**config.mk**
```make
export PLATFORM = sky130hd
export DESIGN_NAME = mem_access_stage
export DESIGN_NICKNAME = d
export VERILOG_FILES = /design/src/rtl/mem_access_stage.sv
export SDC_FILE = /design/constraint.sdc
export NUM_CORES = 1
export LEC_CHECK = 0
export CORE_ASPECT_RATIO = 1.5
export CORE_MARGIN = 2
export CORE_UTILIZATION = 45
export CTS_CLUSTER_DIAMETER = 60
export DETAILED_ROUTE_END_ITERATION = 8
export PLACE_DENSITY_LB_ADDON = 0.25
export SETUP_SLACK_MARGIN = 0.05
export SLEW_MARGIN = 25
export SYNTH_ARGS = -nofsm -noshare
export SYNTH_HDL_FRONTEND = slang
export SYNTH_SLANG_ARGS = --single-unit
```
**constraint.sdc**
```tcl
create_clock -name clk -period 18.82 [get_ports clk]
set_clock_uncertainty 0.1 [all_clocks]
set_input_delay 4.705 -clock clk [delete_from_list [all_inputs] [get_ports clk]]
set_output_delay 4.705 -clock clk [all_outputs]
set_load 0.01 [all_outputs]
```
**src/rtl/mem_access_stage.sv**
```systemverilog
`default_nettype none
// ============================================================================
//  Module   : mem_access_stage
//  Purpose  : Pipeline MEM stage. Runs data-memory loads/stores over a
//             req/ack bus, stalls stages 1-4 until the access completes or
//             times out, and loads the stage-5 pipeline register.
//  Revision : 1.0 - initial release
// ============================================================================
module mem_access_stage #(
    parameter int DW      = 32,
    parameter int TIMEOUT = 15
) (
    input  logic          clk,
    input  logic          rst,
    input  logic [DW-1:0] IR4,
    input  logic [DW-1:0] PC4,
    input  logic [DW-1:0] Z4,
    input  logic [DW-1:0] S4,
    input  logic          MemToReg4,
    input  logic          MemWrite4,
    input  logic          MemRead4,
    input  logic          RegWrite4,
    input  logic          JAL4,
    input  logic [4:0]    WA_4,
    output logic          dmem_req,
    output logic          dmem_we,
    output logic [DW-1:0] dmem_addr,
    output logic [DW-1:0] dmem_wdata,
    input  logic          dmem_ack,
    input  logic [DW-1:0] dmem_rdata,
    output logic          stall_mem,
    output logic          mem_err,
    output logic [DW-1:0] Z5,
    output logic [DW-1:0] IR5,
    output logic [DW-1:0] PC5,
    output logic [4:0]    WA_5,
    output logic          RegWrite5,
    output logic          MemToReg5,
    output logic          JAL5
);

    typedef enum logic [1:0] {
        S_IDLE = 2'd0,
        S_REQ  = 2'd1,
        S_DONE = 2'd2
    } state_t;

    localparam int             c_cnt_w    = 8;
    localparam logic [c_cnt_w-1:0] c_cnt_last = c_cnt_w'(TIMEOUT - 1);

    state_t               state_q, state_d;
    logic [c_cnt_w-1:0]   cnt_q, cnt_d;
    logic [DW-1:0]        lmd_q, lmd_d;
    logic                 err_q, err_d;
    logic                 abort_q, abort_d;
    logic                 req_q, req_d;
    logic                 we_q, we_d;
    logic [DW-1:0]        addr_q, addr_d;
    logic [DW-1:0]        wdata_q, wdata_d;

    logic [DW-1:0]        z5_q, z5_d;
    logic [DW-1:0]        ir5_q, ir5_d;
    logic [DW-1:0]        pc5_q, pc5_d;
    logic [4:0]           wa5_q, wa5_d;
    logic                 rw5_q, rw5_d;
    logic                 m2r5_q, m2r5_d;
    logic                 jal5_q, jal5_d;

    logic w_mem_op;
    logic w_load;
    logic w_stall;

    // A write wins when both read and write are flagged.
    assign w_mem_op = MemRead4 | MemWrite4;
    assign w_load   = MemRead4 & ~MemWrite4;
    assign w_stall  = ((state_q == S_IDLE) & w_mem_op) | (state_q == S_REQ);

    // Access FSM: next state, timeout counter, LMD capture and bus drive.
    always_comb begin
        state_d = state_q;
        cnt_d   = cnt_q;
        lmd_d   = lmd_q;
        err_d   = err_q;
        abort_d = abort_q;
        req_d   = 1'b0;
        we_d    = 1'b0;
        addr_d  = '0;
        wdata_d = '0;
        case (state_q)
            S_IDLE: begin
                cnt_d   = '0;
                abort_d = 1'b0;
                if (w_mem_op) begin
                    state_d = S_REQ;
                    req_d   = 1'b1;
                    we_d    = MemWrite4;
                    addr_d  = Z4;
                    wdata_d = S4;
                end
            end
            S_REQ: begin
                if (dmem_ack) begin
                    lmd_d   = dmem_rdata;
                    cnt_d   = '0;
                    state_d = S_DONE;
                end else if (cnt_q == c_cnt_last) begin
                    // Give up: flag the error and retire with a zero LMD.
                    err_d   = 1'b1;
                    abort_d = 1'b1;
                    lmd_d   = '0;
                    cnt_d   = '0;
                    state_d = S_DONE;
                end else begin
                    cnt_d   = cnt_q + 1'b1;
                    req_d   = 1'b1;
                    we_d    = MemWrite4;
                    addr_d  = Z4;
                    wdata_d = S4;
                end
            end
            S_DONE: begin
                state_d = S_IDLE;
            end
            default: begin
                state_d = S_IDLE;
            end
        endcase
    end

    // Stage-5 register input: bubble while stalled, otherwise retire stage 4.
    always_comb begin
        z5_d   = z5_q;
        pc5_d  = pc5_q;
        ir5_d  = '0;
        wa5_d  = '0;
        rw5_d  = 1'b0;
        m2r5_d = 1'b0;
        jal5_d = 1'b0;
        if (!w_stall) begin
            ir5_d  = IR4;
            pc5_d  = PC4;
            wa5_d  = WA_4;
            m2r5_d = MemToReg4;
            jal5_d = JAL4;
            rw5_d  = RegWrite4 & ~(abort_q & w_load);
            z5_d   = (w_load & MemToReg4) ? lmd_q : Z4;
        end
    end

    // State and pipeline register, asynchronously cleared.
    always_ff @(posedge clk or posedge rst) begin
        if (rst) begin
            state_q <= S_IDLE;
            cnt_q   <= '0;
            lmd_q   <= '0;
            err_q   <= 1'b0;
            abort_q <= 1'b0;
            req_q   <= 1'b0;
            we_q    <= 1'b0;
            addr_q  <= '0;
            wdata_q <= '0;
            z5_q    <= '0;
            ir5_q   <= '0;
            pc5_q   <= '0;
            wa5_q   <= '0;
            rw5_q   <= 1'b0;
            m2r5_q  <= 1'b0;
            jal5_q  <= 1'b0;
        end else begin
            state_q <= state_d;
            cnt_q   <= cnt_d;
            lmd_q   <= lmd_d;
            err_q   <= err_d;
            abort_q <= abort_d;
            req_q   <= req_d;
            we_q    <= we_d;
            addr_q  <= addr_d;
            wdata_q <= wdata_d;
            z5_q    <= z5_d;
            ir5_q   <= ir5_d;
            pc5_q   <= pc5_d;
            wa5_q   <= wa5_d;
            rw5_q   <= rw5_d;
            m2r5_q  <= m2r5_d;
            jal5_q  <= jal5_d;
        end
    end

    assign dmem_req   = req_q;
    assign dmem_we    = we_q;
    assign dmem_addr  = addr_q;
    assign dmem_wdata = wdata_q;
    assign stall_mem  = w_stall;
    assign mem_err    = err_q;
    assign Z5         = z5_q;
    assign IR5        = ir5_q;
    assign PC5        = pc5_q;
    assign WA_5       = wa5_q;
    assign RegWrite5  = rw5_q;
    assign MemToReg5  = m2r5_q;
    assign JAL5       = jal5_q;

endmodule
`default_nettype wire

```
==> results.ini <==
[outcome]
status=finished clean

[timing]
fin_crit_sh=0.5755
finalHoldViolations=0
fin_setup_tns_ns=0
rsz0062_at_grt=no
finalCriticalPeriod_ns=10.83
tightestPinTransition_ns=0.8783
fmax_ghz=0.09233
relSlewSlack=0.4145
slew_viol_final=0
finalSetupViolCount=0

[power_and_ir_drop]
power-per-cell-area_nw_per_um2=129.6
totalPowerFinal_mw=1.568
p_leak_nw=5.439
ir_drop_mv=0.09772
comb_power_share=0.312
p_clk_frac=0.269
p_switching_uw=438.6
p_int_mw=1.129
power.share.sequential=0.419
swShare=0.2797

[clock_network]
cts-buffers-inserted=21
path_clk_slew_ns=0.06
post_cts.repair.setup_buffers=0
tritoncts=done
post_cts_resized=0
root_buffer=clkbuf_16
h-tree-depth=1
clk_latency_ns=0.48
clockBufferDepth=3
hold_buffers=0
cts_sinks=214

[logic_synthesis]
synth_top_area_share=0.6860
yosysTopAreaCell=dfrtp_1
synthTopCellsByArea=dfrtp_1 (69%), and2_1 (5.2%), mux2_2 (4.6%), mux2i_1 (4.1%), a22o_1 (3.6%)
syn_nets=749
yosysWarnings=0
synth_cells=574
syn_area_per_cell_um2=13.60
synth.distinct_cells=38
syn_area_um2=7806
ys_seq_elements=214
yosysSeqAreaShare=0.6860

[critical_path]
rr_endpoint=PC5[4]$_DFFE_PP0N_
path_cells=clkdlybuf4s50_1 -> nor3_1 -> nor2_4 -> clkdlybuf4s50_1
cp_top_family=buffers and inverters
end_kind=output port
rr_worst_depth=4
r2r_slack_ns=16.14
arrival_ns=6.03
cp_data_required_time_ns=14.02
path_common_cell=clkdlybuf4s50_1
critPathKind=in2out
start_kind=input port
critPathMaxStageDelay_ns=0.49
slowest_stage=clkdlybuf4s50_1
r2r_start=state_q[1]$_DFFE_PP0P_
path_buf_inv=2
cp_max_fo=3

[grt]
grt_max_degree=129
grt.overflow.total=0
grt_pass1_wl_um=32920
track_usage=0.2271
grt_pass1_vias=6001
antenna_found_initial=0

[hold_path]
holdPathStages=2
hold_path_end=mem_err$_DFFE_PP0P_
holdCritPathClass=reg2reg
holdCritStartpoint=mem_err$_DFFE_PP0P_

[routing]
ant_nets=0
drc=0
first_iter_violations=268
drt-wirelength-per-cell_um=18.80
drt_pass1_iterations=6
wirelength_um=21410
vias=5671
vias_per_cell=4.979

[placed_design]
io_buffers=344
gp_congestion=0.8746
place_hpwl_um=15490

[floorplanning]
die-area_um2=18440
fp.dieH_um=165.3
rows=59
num_io_pins=345
fp.dieW_um=111.5
coreArea_um2=17200
floorplan.initialDensity=0.4538

[cells_and_area]
drive_gt1_frac=0.08108
area_delta_synth_final_pct=54.93
utilization=0.7031
nets=1087

[job]
cap_violations=0

synth_stat cells:
master,n
a211o_1,1
a21oi_1,1
a21oi_4,1
a22o_1,32
a31oi_1,2
and2_1,65
and3_1,2
and4b_4,1
buf_2,11
buf_4,1
buf_6,4
clkbuf_1,14
clkbuf_2,5
dfrtp_1,214
ha_1,2
inv_1,8
mux2_2,32
mux2i_1,32
nand2_1,43
nand2b_1,1
nand3_1,1
nand3b_1,2
nand4_1,2
nor2_1,3
nor2b_1,39
nor3_1,3
nor3_4,1
o211a_1,1
o21a_1,2
o21ai_0,38
o21ai_1,1
o22a_1,1
o22ai_1,1
o2bb2ai_1,1
o31ai_1,1
or2_1,1
or3_1,2
xor2_1,2
flip-flops by register name (all words and copies together), names as in the netlist:
| register | count |
|---|---|
| mem_err | 1 |
| abort_q | 1 |
| IR5 | 32 |
| state_q | 2 |
| PC5 | 32 |
| dmem_we | 1 |
| lmd_q | 32 |
| dmem_req | 1 |
| Z5 | 32 |
| cnt_q | 8 |
| MemToReg5 | 1 |
| dmem_addr | 32 |
| dmem_wdata | 32 |
| JAL5 | 1 |
| WA_5 | 5 |
| RegWrite5 | 1 |
worst max-delay path by stage:
| stage | endpoint | cells past startpoint | start | slack, ns |
|---|---|---|---|---|
| 3_3_place_gp | stall_mem | 4 | MemRead4 | 7.98 |
| 3_5_place_dp | stall_mem | 4 | MemRead4 | 7.98 |
| 4_1_cts | stall_mem | 4 | MemRead4 | 7.98 |
| 5_1_grt | stall_mem | 4 | MemRead4 | 7.95 |
| 2_1_floorplan | IR5[0]$_DFF_PP0_ | 1 | rst | 8.16 |
| 6_report | stall_mem | 4 | MemRead4 | 7.99 |
final cells by class:
class                           count  area (µm²)
Sequential cell                   214        5355
Timing Repair Buffer              350        3492
Tap cell                          213       266.5
Multi-Input combinational cell    317        2251
Fill cell                        1226        5106
Clock buffer                       28       571.8
Antenna cell                        1       2.502
Inverter                            8       37.54
Clock inverter                      8       117.6
per-stage QoR:
step / setup WS [ns] / instances / area, µm² / hold slack [ns]
finish: 7.989 / 1139 / 12090 / 0.3759
CTS: 7.979 / 1138 / 12080 / 0.3835
detailed placement: 7.983 / 1102 / 11390 / 0.3682
floorplan: 8.164 / 574 / 7806 / 0.3722
global route: 7.945 / 1138 / 12090 / 0.4045
global placement: 7.984 / 1102 / 11390 / 0.3498
worst reg2reg max path: cells and delay by family (launching register included):
| family | cells | cell delay, ns |
|---|---|---|
| and+or+nand+nor | 1 | 0.18 |
| DFF | 1 | 0.56 |
| muxes | 1 | 0.50 |
| buffers and inverters | 2 | 1.23 |
metal layers:
metal  track usage  vias up  share of wire
met5             0        -              0
met4        0.1033        0          0.043
met3       0.06825       53          0.084
met2        0.4094      270           0.53
met1        0.2468     2752           0.35
li1              -     2596              -
layout by cell type, fill, tap and decap left out, types with 5 or more instances in the layout:
cell type        netlist  layout
a22o_1                32      32
and2_1                65      65
buf_4                  1       5
nand2_1               43      43
dfrtp_1              214     214
clkdlybuf4s50_1        0     344
clkbuf_16              0      21
mux2i_1               32      32
inv_1                  8       7
mux2_2                32      32
nor2b_1               39      39
clkbuf_1              14       5
o21ai_0               38      38
cells by family (layout without fill, tap and decap cells):
family	Yosys count	after routing	synth area share
XOR/XNOR	2	2	0.002244
multiplexers	64	64	0.08719
adder cells (fa/ha/maj)	2	2	0.003205
AND/OR/NAND/NOR	166	166	0.1202
AO/OA/AOI/OAI	83	83	0.07357
buffers and inverters	43	394	0.02757
flip-flops	214	214	0.6860
other	0	1	0
power by group through the flow:
| stage | clock, mW | combinational, mW | sequential (mW) |
|---|---|---|---|
| 2_1_floorplan | 0 | 0.161 | 0.703 |
| 3_3_place_gp | 0 | 0.483 | 0.656 |
| 3_5_place_dp | 0 | 0.494 | 0.665 |
| 4_1_cts | 0.433 | 0.497 | 0.658 |
| 5_1_grt | 0.451 | 0.525 | 0.673 |
| 6_report | 0.422 | 0.489 | 0.657 |
Note: power is estimated with default switching activity, not from simulation.
